<file path="config.mk">
export PLATFORM = sky130hd
export DESIGN_NAME = plic_gateway_array
export DESIGN_NICKNAME = d
export VERILOG_FILES = /design/src/rtl/plic_gw_pkg.sv /design/src/rtl/plic_gateway_cell.sv /design/src/rtl/plic_gateway_array.sv
export SDC_FILE = /design/constraint.sdc
export NUM_CORES = 1
export LEC_CHECK = 0
export BUFFER_PORTS_ARGS = -buffer_cell sky130_fd_sc_hd__buf_2
export CORE_ASPECT_RATIO = 0.9
export CORE_MARGIN = 1.5
export CORE_UTILIZATION = 50
export DETAILED_ROUTE_END_ITERATION = 10
export GPL_TIMING_DRIVEN = 0
export PLACE_DENSITY = 0.72
export SLEW_MARGIN = 20
export SYNTH_ARGS = -nofsm -noshare
export SYNTH_HDL_FRONTEND = slang
export SYNTH_HIERARCHICAL = 1
export SYNTH_SLANG_ARGS = --single-unit
</file>
<file path="constraint.sdc">
create_clock -name clock -period 3.5 [get_ports clock]
set_input_delay 0.175 -clock clock [delete_from_list [all_inputs] [get_ports clock]]
set_output_delay 0.175 -clock clock [all_outputs]
set_load 0.005 [all_outputs]
</file>
<file path="src/rtl/plic_gw_pkg.sv">
`default_nettype none
// +--------------------------------------------------------------------+
// | plic_gw_pkg                                                        |
// | Shared types and helpers for the PLIC interrupt gateway bank.      |
// | Rev 1.0 - initial release                                          |
// +--------------------------------------------------------------------+
package plic_gw_pkg;

  // Per-source gateway state
  typedef enum logic [1:0] {
    GW_IDLE     = 2'd0,
    GW_PENDING  = 2'd1,
    GW_INFLIGHT = 2'd2
  } gw_state_e;

  // ID 0 never names a source; it means "no interrupt"
  localparam int NO_IRQ_ID = 0;

  // Width needed to carry IDs 0..nsrc
  function automatic int id_width(input int nsrc);
    return $clog2(nsrc + 1);
  endfunction

endpackage
`default_nettype wire

</file>
<file path="src/rtl/plic_gateway_cell.sv">
`default_nettype none
// +--------------------------------------------------------------------+
// | plic_gateway_cell                                                  |
// | One interrupt gateway: IDLE/PENDING/INFLIGHT state machine, edge   |
// | detector, saturating edge counter and sticky overflow flag.        |
// | Rev 1.0 - initial release                                          |
// +--------------------------------------------------------------------+
module plic_gateway_cell
  import plic_gw_pkg::*;
#(
  parameter int CNTW = 2
) (
  input  logic clock,
  input  logic reset,
  input  logic src_sync,
  input  logic edge_mode,
  input  logic claim_hit,
  input  logic complete_hit,
  output logic pend,
  output logic inflight,
  output logic ovf
);

  localparam logic [CNTW-1:0] CNT_MAX = '1;
  localparam logic [CNTW-1:0] CNT_ONE = {{(CNTW-1){1'b0}}, 1'b1};

  gw_state_e       state_q;
  logic            pend_q;
  logic            inflight_q;
  logic            prev_q;
  logic [CNTW-1:0] cnt_q;
  logic [CNTW-1:0] cnt_d;
  logic            ovf_q;
  logic            ovf_d;

  logic            rise;
  logic            cnt_nz;
  logic            take;
  logic            dec;

  // Edge detect, take decision and counter/overflow next-state
  always_comb begin
    rise   = src_sync & ~prev_q;
    cnt_nz = |cnt_q;
    take   = (state_q == GW_IDLE) & (edge_mode ? (cnt_nz | rise) : src_sync);
    dec    = take & cnt_nz;
    cnt_d  = cnt_q;
    ovf_d  = ovf_q;
    if (!edge_mode) begin
      // Level mode keeps no edge history
      cnt_d = '0;
    end else if (rise && !dec) begin
      if (take) begin
        // The rise itself becomes the request (counter was empty)
        cnt_d = cnt_q;
      end else if (cnt_q == CNT_MAX) begin
        // No room to remember this edge
        ovf_d = 1'b1;
      end else begin
        cnt_d = cnt_q + CNT_ONE;
      end
    end else if (!rise && dec) begin
      cnt_d = cnt_q - CNT_ONE;
    end
  end

  // Gateway state machine with registered pend/inflight outputs
  always_ff @(posedge clock) begin
    if (reset) begin
      state_q    <= GW_IDLE;
      pend_q     <= 1'b0;
      inflight_q <= 1'b0;
    end else begin
      case (state_q)
        GW_IDLE: begin
          if (take) begin
            state_q <= GW_PENDING;
            pend_q  <= 1'b1;
          end
        end
        GW_PENDING: begin
          if (claim_hit) begin
            state_q    <= GW_INFLIGHT;
            pend_q     <= 1'b0;
            inflight_q <= 1'b1;
          end
        end
        GW_INFLIGHT: begin
          if (complete_hit) begin
            state_q    <= GW_IDLE;
            inflight_q <= 1'b0;
          end
        end
        default: begin
          state_q    <= GW_IDLE;
          pend_q     <= 1'b0;
          inflight_q <= 1'b0;
        end
      endcase
    end
  end

  // Previous level, edge counter and sticky overflow
  always_ff @(posedge clock) begin
    if (reset) begin
      prev_q <= 1'b0;
      cnt_q  <= '0;
      ovf_q  <= 1'b0;
    end else begin
      prev_q <= src_sync;
      cnt_q  <= cnt_d;
      ovf_q  <= ovf_d;
    end
  end

  assign pend     = pend_q;
  assign inflight = inflight_q;
  assign ovf      = ovf_q;

endmodule
`default_nettype wire

</file>
<file path="src/rtl/plic_gateway_array.sv">
`default_nettype none
// +--------------------------------------------------------------------+
// | plic_gateway_array                                                 |
// | Bank of NSRC interrupt gateways feeding the PLIC core. Decodes the |
// | claim/complete IDs into per-source strobes (source i has ID i+1).  |
// | Rev 1.0 - initial release                                          |
// +--------------------------------------------------------------------+
module plic_gateway_array
  import plic_gw_pkg::*;
#(
  parameter int NSRC = 8,
  parameter int IDW  = id_width(NSRC),
  parameter int CNTW = 2
) (
  input  logic            clock,
  input  logic            reset,
  input  logic [NSRC-1:0] src_sync,
  input  logic [NSRC-1:0] edge_mode,
  output logic [NSRC-1:0] pend,
  output logic [NSRC-1:0] inflight,
  output logic [NSRC-1:0] ovf,
  input  logic            claim_valid,
  input  logic [IDW-1:0]  claim_id,
  input  logic            complete_valid,
  input  logic [IDW-1:0]  complete_id
);

  logic [NSRC-1:0] claim_hit;
  logic [NSRC-1:0] complete_hit;

  for (genvar i = 0; i < NSRC; i++) begin : g_cell
    // ID 0 (NO_IRQ_ID) and IDs above NSRC match no cell, so they fall away here
    localparam logic [IDW-1:0] CELL_ID = IDW'(i + 1);

    assign claim_hit[i]    = claim_valid    & (claim_id    == CELL_ID);
    assign complete_hit[i] = complete_valid & (complete_id == CELL_ID);

    plic_gateway_cell #(
      .CNTW (CNTW)
    ) u_cell (
      .clock        (clock),
      .reset        (reset),
      .src_sync     (src_sync[i]),
      .edge_mode    (edge_mode[i]),
      .claim_hit    (claim_hit[i]),
      .complete_hit (complete_hit[i]),
      .pend         (pend[i]),
      .inflight     (inflight[i]),
      .ovf          (ovf[i])
    );
  end

endmodule
`default_nettype wire

</file>
* Yosys cells after proc, flatten, opt, wreduce, memory -nomap -nowiden
Index checks and enable logic that the tools add are counted.
** Storage, ports and cells
- Bits in read-only memories :: 0
- Bits in writable memories :: 0
- Latch bits :: 0
- Memories kept :: 0
- Bits in registers :: 64
- Output and inout bits :: 24
** Cells by class
- Equality and inequality tests :: 80
- Div/mod/pow operators :: 0
- Reduce and logical (&&, ||, !) cells :: 104
- Shift operators :: 0
- Bitwise gates (word level) :: 88
- Muxes and demuxes :: 120
- $add $sub $neg :: 16
- Magnitude comparators :: 0
- $mul :: 0
** Operators by type and width (number)
- $mux W2 :: 56
- $reduce_and A3 Y1 :: 32
- $ne A2 B1 Y1 const B :: 24
- $pmux W1 S3 :: 16
- $pmux W2 S3 :: 8
- $and A1 B1 Y1 :: 40
- $mux W1 :: 40
- $not A1 Y1 :: 40
- $eq A2 B2 Y1 const B :: 16
- $eq A4 B3 Y1 const B :: 8
- $ne A2 B2 Y1 const B :: 16
- $reduce_and A4 Y1 :: 8
- $reduce_or A2 Y1 :: 16
- $add A2 B1 Y2 const B :: 8
- $eq A2 B1 Y1 const B :: 8
- $eq A4 B2 Y1 const B :: 4
- $logic_and A1 B1 Y1 :: 16
- $logic_not A1 Y1 :: 16
- $logic_not A2 Y1 :: 8
- $reduce_bool A2 Y1 :: 8
- $sub A2 B1 Y2 const B :: 8
- $eq A4 B1 Y1 const B :: 2
- $eq A4 B4 Y1 const B :: 2
- $or A1 B1 Y1 :: 8

* Logic depth before layout (Yosys ltp)
Gate-level depths: netlist of run 1.
- Word-level depth :: 10
- Gate-level depth with buffers :: 5
- Gate-level depth less buffers :: 5

* Hierarchy
Netlist of run 1, hierarchy kept.
** Modules (own cells, without submodules)
- plic_gateway_cell :: cells an instance 41, seq. area each 160.2 sq um, instances 8, area an instance 367.9 sq um
- plic_gateway_array :: cells an instance 28, seq. area each 0.0 sq um, instances 1, area an instance 142.6 sq um

* Worst setup path before layout of run 1
No wires, ideal clock.
- Path kind :: register -> register
- From :: register g_cell[0].u_cell.cnt_q[0]
- To :: register g_cell[0].u_cell.cnt_q[0]
- Cell stages (with the launch flop) :: 5
- Required time :: 3382 ps
- Buffers on the path :: 0
- Setup time :: 118 ps
- Slack :: 2375 ps
- Arrival :: 1007 ps
- Clock period less this slack :: 1125 ps
- Path through :: dfxtp_1 o21a_1 o21ai_4 mux2i_1 nor3_2
** Between the ends
- Longest elaborated chain between the ends :: 9
- Elaborated cells on any way between the ends :: 19
** RTL lines
- start: declaration :: line plic_gateway_cell.sv:31 : logic [CNTW-1:0] cnt_q;
- start signal: assignment :: line plic_gateway_cell.sv:111 : cnt_q <= cnt_d;
- $reduce_or A2 Y1 :: line plic_gateway_cell.sv:44 : cnt_nz = |cnt_q;
- $or A1 B1 Y1 :: line plic_gateway_cell.sv:45 : take = (state_q == GW_IDLE) & (edge_mode ? (cnt_nz | rise) : src_sync);
- $mux W1 :: line plic_gateway_cell.sv:45
- $and A1 B1 Y1 :: line plic_gateway_cell.sv:45
- $and A1 B1 Y1 :: line plic_gateway_cell.sv:46 : dec = take & cnt_nz;
- $logic_not A1 Y1 :: line plic_gateway_cell.sv:52 : end else if (rise && !dec) begin
- $logic_and A1 B1 Y1 :: line plic_gateway_cell.sv:52
- $ne A2 B2 Y1 (no line) or $reduce_bool A2 Y1 (tied branches)
- $reduce_and A3 Y1 (no line)
Several ways; a longest one is shown, not always the timed one. The select of a mux whose other input is x is not followed.
A chain may end at the register's enable or synchronous reset.

* Worst setup path in the final report of run 1
- From :: register g_cell[4].u_cell.cnt_q[0]
- To :: register g_cell[4].u_cell.cnt_q[0]
** Between the ends
- Longest elaborated chain between the ends :: 9
- Elaborated cells on any way between the ends :: 19
** RTL lines (line)
- start: declaration :: plic_gateway_cell.sv:31
- start signal: assignment :: plic_gateway_cell.sv:111
- $reduce_or A2 Y1 :: plic_gateway_cell.sv:44
- $or A1 B1 Y1 :: plic_gateway_cell.sv:45
- $mux W1 :: plic_gateway_cell.sv:45
- $and A1 B1 Y1 :: plic_gateway_cell.sv:45
- $and A1 B1 Y1 :: plic_gateway_cell.sv:46
- $logic_not A1 Y1 :: plic_gateway_cell.sv:52
- $logic_and A1 B1 Y1 :: plic_gateway_cell.sv:52
- $ne A2 B2 Y1 (no line) or $reduce_bool A2 Y1 (tied branches)
- $reduce_and A3 Y1 (no line)
Several ways; a longest one is shown, not always the timed one. The select of a mux whose other input is x is not followed.

==> results.ini, run 1 <==
[status]
status=completed

[cts]
htree_num_levels=3
cts_buffers=9
clk_pin_slew_worst_paths_ns=0.07
cts_setup_buffers=0
cts_resized=0
tritoncts=done
ctsRootBufferMaster=clkbuf_8
clkLatencyLatePin_ns=0.34
clockBufferDepth=2
ctsHoldBuffers=0
cts.sinks=64

[pwr]
clkPwrFrac=0.390
power_frac_comb=0.127
power.density_nw_per_um2=452
internal_power_mw=1.22
switching_share=0.258
ir_worst_vdd_v=0.000191
power_frac_seq=0.484
leakage_nw=1.46
p_switching_mw=0.423

[drt]
drc=0
drtIter0Drc=182
drtAntennaViolNets=0
finalWirelength_mm=6.26
viasPerCell=5.58
drtPass1Iterations=4
vias=2750
routedWlPerCell_um=12.7

[sta]
worst_pin_slew_ns=0.626
tns_ns=0
timing.final.crit_share=0.354
period_needed_ns=1.24
hold_viol_final=0
fmax_ghz=0.806
fin_skew_ns=0.00685
slew_headroom=0.583
slew_viol_final=0
setup_ws_ns=2.26
rsz0062_at_grt=false
finalSetupViolCount=0

[synthesis]
synthCells=356
synth_nets=384
synth_edf_count=0
syn_avg_cell_area_sq_um=8.67
seq_area_frac_synth=0.415
async_flop_share=0
ys_warn_count=6
syn_area_sq_um=3090
yosys_most_used_dff=dfxtp_1
synth_cell_types=22
ys_ff_latch=64

[floorplan]
initial_core_util=0.530
die_h_um=77.5
rows=26
core-area_sq_um=5820
ios=52
die_width_um=85.8
dieArea_sq_um=6650

[global_routing]
grt_max_degree=57
grt_use_total=0.204
antenna_found_initial=0
grt_pass1_vias=2543
grt_overflow=0
grt_pass1_wl_mm=10.8

[critical_path]
required_ns=3.74
crit_fanout=7
cp-end-kind=flip-flop
path_class=reg2reg
worstPathArrival_ns=1.48
cp-start-kind=flip-flop

[cells_and_area]
stdcell_count=493
fin_nets=446
drive_gt1_frac=0.210
layout_common_cells=dfxtp_1, buf_2, nor2_1, nand2_1, a21oi_1
fin_util=0.623
antennaDiodeCount=0
syn_to_final_growth_pct=17.6
final_cell_area_sq_um=3630
final_common_cell=dfxtp_1

[placement]
gp_congestion=0.784
hpwl_mm=4.37
dp_cells=477
placed_area_sq_um=3430
pre_cts_slack_ns=2.05
place.port_buffers=51

[job]
maxCapViolations=0

[worst_hold_path]
hold_path.class=in2reg

## kinds of logic (layout without fill, tap and decap cells)
logic type | count (synthesis) | count (layout) | share of synthesized area
compound gates | 120 | 120 | 0.289
buf+inv | 8 | 75 | 0.00973
flops | 64 | 64 | 0.415
mux | 8 | 8 | 0.0260
simple gates | 156 | 156 | 0.260
## Yosys cell counts, drive strengths merged (11+ instances only)
cell     n  area share
a21oi   32       0.052
dfxtp   64        0.42
nand2   35       0.043
nand2b  28       0.057
nand3b  11       0.027
nor2    44       0.054
nor3    27       0.057
o21ai   40       0.094
## flip-flops by register name, summed over array words and instances, names as in the netlist
register / cells
g_cell.u_cell/cnt_q: 16
g_cell.u_cell/inflight: 8
g_cell.u_cell/ovf: 8
g_cell.u_cell/pend: 8
g_cell.u_cell/prev_q: 8
g_cell.u_cell/state_q: 16
## power groups by stage
stage / clock network, mW / registers, mW / logic (mW)
after global routing: 0.693 / 0.799 / 0.232
after CTS: 0.659 / 0.792 / 0.208
final: 0.639 / 0.793 / 0.208
after global placement: 0 / 0.807 / 0.202
after floorplan: 0 / 0.802 / 0.143
after detailed placement: 0 / 0.809 / 0.207
## metrics by stage
step / hold WS, ns / total power [mW]
detailed placement: 0.419 / 1.02
global placement: 0.411 / 1.01
floorplan: 0.244 / 0.945
finish: 0.0721 / 1.64
global route: 0.0739 / 1.72
CTS: 0.0532 / 1.66
## critical path: stages (launching register included)
cell     delay [ns]
dfxtp_1        0.37
o21a_1         0.25
o21ai_4        0.21
mux2i_1        0.24
nor3_2         0.06
## cell type report
type | count | area [sq um]
inverter | 8 | 30.0
fill | 504 | 2190
clock buffer | 13 | 159
sequential | 64 | 1280
tap | 70 | 87.6
multi-input combinational | 284 | 1770
timing repair buffer | 51 | 258
clock inverter | 3 | 40.0
## metal layers
layer	up-vias	track usage	share of wire
met1	1273	0.250	0.49
met4	0	0.0855	0.015
met2	50	0.332	0.46
met3	10	0.0585	0.040
met5	-	0	0
li1	1417	-	-
## final timing paths
kind	from	to	slack (ns)	cells after the start
hold reg to reg	g_cell[0].u_cell/pend$_SDFFE_PP0P_	g_cell[0].u_cell/pend$_SDFFE_PP0P_	0.45	2
hold / removal	src_sync[1]	g_cell[1].u_cell/prev_q$_SDFF_PP0_	0.07	2
setup reg to reg	g_cell[4].u_cell/cnt_q[0]$_SDFFE_PP0P_	g_cell[4].u_cell/cnt_q[0]$_SDFFE_PP0P_	2.26	4
setup / recovery	g_cell[4].u_cell/cnt_q[0]$_SDFFE_PP0P_	g_cell[4].u_cell/cnt_q[0]$_SDFFE_PP0P_	2.26	4
Note: power is estimated with default switching activity, not from simulation.
==> inputs of run 2 (changes only) <==
==> constraint.sdc (replaced) <==
create_clock -name clock -period 1.2 [get_ports clock]
set_input_delay 0.06 -clock clock [delete_from_list [all_inputs] [get_ports clock]]
set_output_delay 0.06 -clock clock [all_outputs]
set_load 0.005 [all_outputs]
==> results.ini, run 2 (synthesized netlist as in run 1, its figures left out) <==
[status]
status=completed

[cells_and_area]
antennaDiodeCount=0
final_cell_area_sq_um=3900
layout_common_cells=buf_2, dfxtp_1, nor2_1, nand2_1, a21oi_1
top_regs=g_cell.u_cell/cnt_q (16), g_cell.u_cell/state_q (16)
fin_util=0.670
drive_gt1_frac=0.306
final_common_cell=buf_2
fin_nets=464
syn_to_final_growth_pct=26.4
stdcell_count=511
fillers=483

[critical_path]
cp-start-kind=flip-flop
critPathBufInv=0
crit_chain=o21a_1 -> o21ai_4 -> mux2i_1 -> nor3_2
required_ns=1.43
worstPathArrival_ns=1.42
cpPeakStageDelay_ns=0.36
slowest_stage=dfxtp_4
path_class=reg2reg
crit_fanout=6
path_delay_family=compound AO/OA/AOI/OAI gates
reg2reg_slack_ns=0.005
cp-end-kind=flip-flop

[pwr]
power_frac_comb=0.140
leakage_nw=1.57
ir_worst_vdd_v=0.000568
power_frac_seq=0.476
p_switching_mw=1.27
finalPower_mw=4.86
switching_share=0.260
internal_power_mw=3.60
power.density_nw_per_um2=1250
clkPwrFrac=0.384

[sta]
whs_ns=0.0339
fmax_ghz=0.837
worst_pin_slew_ns=0.622
finalSetupViolCount=0
period_needed_ns=1.19
setup_ws_ns=0.00526
fin_skew_ns=0.00735
tns_ns=0
rsz0062_at_grt=true
slew_headroom=0.585
hold_viol_final=0
slew_viol_final=0
timing.final.crit_share=0.996

[drt]
routedWlPerCell_um=12.9
wl_met2_mm=3.10
viasPerCell=5.46
top_layer=met4
met1_length_mm=3.19
drtPass1Iterations=4
vias=2788
drtIter0Drc=151
drc=0
drtAntennaViolNets=0
finalWirelength_mm=6.59
dr_wl_met3_um=205

[cts]
htree_num_levels=3
clk_pin_slew_worst_paths_ns=0.07
cts.sinks=64
clockBufferDepth=2
clkLatencyLatePin_ns=0.34
cts_buffers=9
tritoncts=done
ctsRootBufferMaster=clkbuf_8

[job]
maxCapViolations=0

[worst_hold_path]
hold_path.class=in2reg

[floorplan]
core-area_sq_um=5820
die_h_um=77.5
die_width_um=85.8
dieArea_sq_um=6650
initial_core_util=0.530
rows=26
ios=52

[placement]
dp_cells=477
place.port_buffers=51
pre_cts_slack_ns=-0.137
placed_area_sq_um=3430
hpwl_mm=4.37
gp_congestion=0.784

[global_routing]
grt_pass1_vias=2600
grt_overflow=0
grt_max_degree=57
grt_pass1_wl_mm=11.1
antenna_found_initial=0
grt_use_total=0.208

[run 2: cell count changes in the layout (fill, tap and decap cells not counted), sizes merged]
| cell | delta |
|---|---|
| buf | +10 |
| dlygate4sd3 | +8 |
[run 2: path summary, 6_finish.rpt]
| kind | startpoint | cells past startpoint | endpoint |
|---|---|---|---|
| max reg2reg | g_cell[6].u_cell/cnt_q[1]$_SDFFE_PP0P_ | 4 | g_cell[6].u_cell/cnt_q[0]$_SDFFE_PP0P_ |
| max | g_cell[6].u_cell/cnt_q[1]$_SDFFE_PP0P_ | 4 | g_cell[6].u_cell/cnt_q[0]$_SDFFE_PP0P_ |
| min | edge_mode[5] | 3 | g_cell[5].u_cell/cnt_q[0]$_SDFFE_PP0P_ |
| min reg2reg | g_cell[5].u_cell/pend$_SDFFE_PP0P_ | 2 | g_cell[5].u_cell/pend$_SDFFE_PP0P_ |
[run 2: final cells by class]
class,count,area [sq um],share of cell area
multi-input cells,284,1850,0.475
clock inverters,3,40.0,0.0103
flip-flops and latches,64,1320,0.337
inverters,8,30.0,0.00770
repair buffers,69,415,0.106
well taps,70,87.6,0.0225
clock buffers,13,159,0.0407
[run 2: power by group through the flow]
stage,Combinational (mW),Sequential (mW),Clock (mW)
3_5_place_dp,0.603,2.36,0
5_1_grt,0.755,2.33,2.02
6_report,0.682,2.31,1.87
3_3_place_gp,0.590,2.35,0
2_1_floorplan,0.417,2.34,0
4_1_cts,0.628,2.31,1.92
[run 2: worst min-delay path: stages]
cell and delay (ns):
buf_2 0.12, nand2b_1 0.11, nor3_2 0.05
[run 2: per-layer routing]
| layer | up-vias | track usage |
|---|---|---|
| met4 | 0 | 0.0935 |
| met5 | - | 0 |
| met3 | 9 | 0.0574 |
| li1 | 1448 | - |
| met2 | 39 | 0.340 |
| met1 | 1292 | 0.254 |
[run 2: what timing repair did]
item	in CTS	in global routing
hold endpoints to repair	8	0
gates cloned	0	0
resized for setup	5	38
pin swaps	5	18
buffers inserted	0	11
hold buffers	8	0
endpoints found under the setup margin	9	24
==> inputs of run 3 (changes only) <==
--- a/config.mk
+++ b/config.mk
@@ -5,6 +5,7 @@
 export SDC_FILE = /design/constraint.sdc
 export NUM_CORES = 1
 export LEC_CHECK = 0
+export ABC_AREA = 1
 export BUFFER_PORTS_ARGS = -buffer_cell sky130_fd_sc_hd__buf_2
 export CORE_ASPECT_RATIO = 0.9
 export CORE_MARGIN = 1.5
==> constraint.sdc (replaced) <==
create_clock -name clock -period 1.2 [get_ports clock]
set_input_delay 0.18 -clock clock [delete_from_list [all_inputs] [get_ports clock]]
set_output_delay 0.18 -clock clock [all_outputs]
set_load 0.005 [all_outputs]
==> results.ini, run 3 <==
[status]
status=completed

[cts]
clk_pin_slew_worst_paths_ns=0.06
clkLatencyLatePin_ns=0.33
cts_setup_buffers=0
tritoncts=done
ctsRootBufferMaster=clkbuf_8
cts_resized=0
clockBufferDepth=2
cts_buffers=9
htree_num_levels=3
ctsHoldBuffers=0
cts.sinks=64

[drt]
drtAntennaViolNets=0
drc=0
finalWirelength_mm=6.15
drtIter0Drc=92
viasPerCell=4.86
vias=2918
routedWlPerCell_um=10.2
drtPass1Iterations=4

[pwr]
ir_worst_vdd_v=0.00106
power.density_nw_per_um2=1240
leakage_nw=1.70

[cells_and_area]
regArea_sq_um=1280
syn_to_final_growth_pct=16.5
final_cell_area_sq_um=3640
top_regs=g_cell.u_cell/cnt_q (16), g_cell.u_cell/state_q (16)
final_common_cell=nand2_1
fillers=591
antennaDiodeCount=0
layout_common_cells=nand2_1, inv_1, dfxtp_1, nor2_1, buf_2
drive_gt1_frac=0.197
fin_util=0.598
multi_input_area_sq_um=1570
fin_nets=552

[worst_hold_path]
min_from=src_sync[1]
hold_path.class=in2reg
whs_endpoint=g_cell[1].u_cell/prev_q$_SDFF_PP0_
hold_path_depth=3

[global_routing]
grt_pass1_wl_mm=10.7
grt_pass1_vias=2677
grt_max_degree=57
grt_use_total=0.199
antenna_found_initial=0
grt_overflow=0

[synthesis]
synth_area_leaders=dfxtp_1, nand2_1, inv_1, nor2_1, a21oi_1
syn_avg_cell_area_sq_um=6.76
yosys_most_used_dff=dfxtp_1
ys_warn_count=6
yosysMostFrequentCell=nand2_1
synth_top_area_share=0.410
synth_nets=490
ys_ff_latch=64
synth_edf_count=0
syn_area_sq_um=3120
yosys.area.top_type=dfxtp_1
seq_area_frac_synth=0.410
async_flop_share=0
synth_commonest_cells=nand2_1, inv_1, dfxtp_1, nor2_1, a21oi_1
synth_cell_types=14
synthCells=462

[critical_path]
reg2reg_slack_ns=0.21
cp-end-kind=flip-flop
required_ns=1.43
cp-start-kind=flip-flop
path_class=reg2reg
crit_chain=o21ai_1 -> nand2_1 -> nand2_2 -> nand2_1 -> nand2_1 -> nor2_2
slowest_stage=dfxtp_1
worstPathArrival_ns=1.22
cpPeakStageDelay_ns=0.35
cpMostUsedCell=nand2_1
r2r_end=g_cell[1].u_cell/cnt_q[0]$_SDFFE_PP0P_
crit_fanout=6
worstReg2RegStart=g_cell[1].u_cell/cnt_q[1]$_SDFFE_PP0P_
r2r_cells=6

[floorplan]
rows=27
dieArea_sq_um=6730
die_width_um=86.3
ios=52
initial_core_util=0.514
core-area_sq_um=6080
die_h_um=78.0

[job]
maxCapViolations=0

[placement]
hpwl_mm=4.57
gp_congestion=0.805
place.port_buffers=51
placed_area_sq_um=3470

[sta]
timing.final.crit_share=0.824
whs_ns=0.0765
rsz0062_at_grt=false
finalSetupViolCount=0
slew_headroom=0.582
fin_skew_ns=0.00351
hold_viol_final=0
slew_viol_final=0
fmax_ghz=1.01
worst_pin_slew_ns=0.627
period_needed_ns=0.988

[run 3: worst max path at each step]
stage                                           startpoint                                endpoint  cells past startpoint
global route        g_cell[1].u_cell/cnt_q[1]$_SDFFE_PP0P_  g_cell[1].u_cell/cnt_q[0]$_SDFFE_PP0P_                      6
detailed placement                                   reset       g_cell[1].u_cell/ovf$_SDFFE_PP0P_                      4
global placement                                     reset       g_cell[3].u_cell/ovf$_SDFFE_PP0P_                      4
floorplan               g_cell[0].u_cell/prev_q$_SDFF_PP0_  g_cell[0].u_cell/cnt_q[0]$_SDFFE_PP0P_                      6
CTS                                                  reset       g_cell[1].u_cell/ovf$_SDFFE_PP0P_                      4
finish              g_cell[1].u_cell/cnt_q[1]$_SDFFE_PP0P_  g_cell[1].u_cell/cnt_q[0]$_SDFFE_PP0P_                      6
[run 3: final cells by class]
| class | count | area share |
|---|---|---|
| Clock buffer | 15 | 0.0458 |
| Inverter | 72 | 0.0743 |
| Multi-Input combinational cell | 326 | 0.432 |
| Sequential cell | 64 | 0.352 |
| Tap cell | 72 | 0.0248 |
| Timing Repair Buffer | 51 | 0.0709 |
[run 3: power by group]
group	switching [mW]	internal, mW	total (mW)
sequential	0.0587	2.22	2.28
combinational	0.396	0.234	0.630
clock	0.735	0.855	1.59
total	1.19	3.31	4.50
[run 3: worst max-delay path: cells and delay by family (launching register included)]
family | cells | cell delay [ns]
AO/OA/AOI/OAI | 1 | 0.12
flip-flops | 1 | 0.35
AND/OR/NAND/NOR | 5 | 0.41
[run 3: logic make-up after synthesis]
logic type / synth area share
AND/OR/NAND/NOR: 0.394
buffers and inverters: 0.0865
flip-flops: 0.410
AO/OA/AOI/OAI: 0.109
[run 3: per-stage QoR]
step	instances	setup TNS, ns	worst slack, ns	power [mW]
after floorplan	462	0	0.344	2.75
after global placement	585	-8.65	-0.332	2.93
after detailed placement	585	-8.11	-0.319	2.96
after CTS	600	0	0.0355	4.57
after global routing	600	0	0.104	4.76
final	600	0	0.212	4.50
[run 3: per-layer routing]
layer / part of all wire / GRT usage / vias up
met5: 0 / 0 / -
met4: 0.013 / 0.0532 / 0
met3: 0.039 / 0.0670 / 8
met2: 0.49 / 0.350 / 47
met1: 0.46 / 0.231 / 1291
li1: - / - / 1572
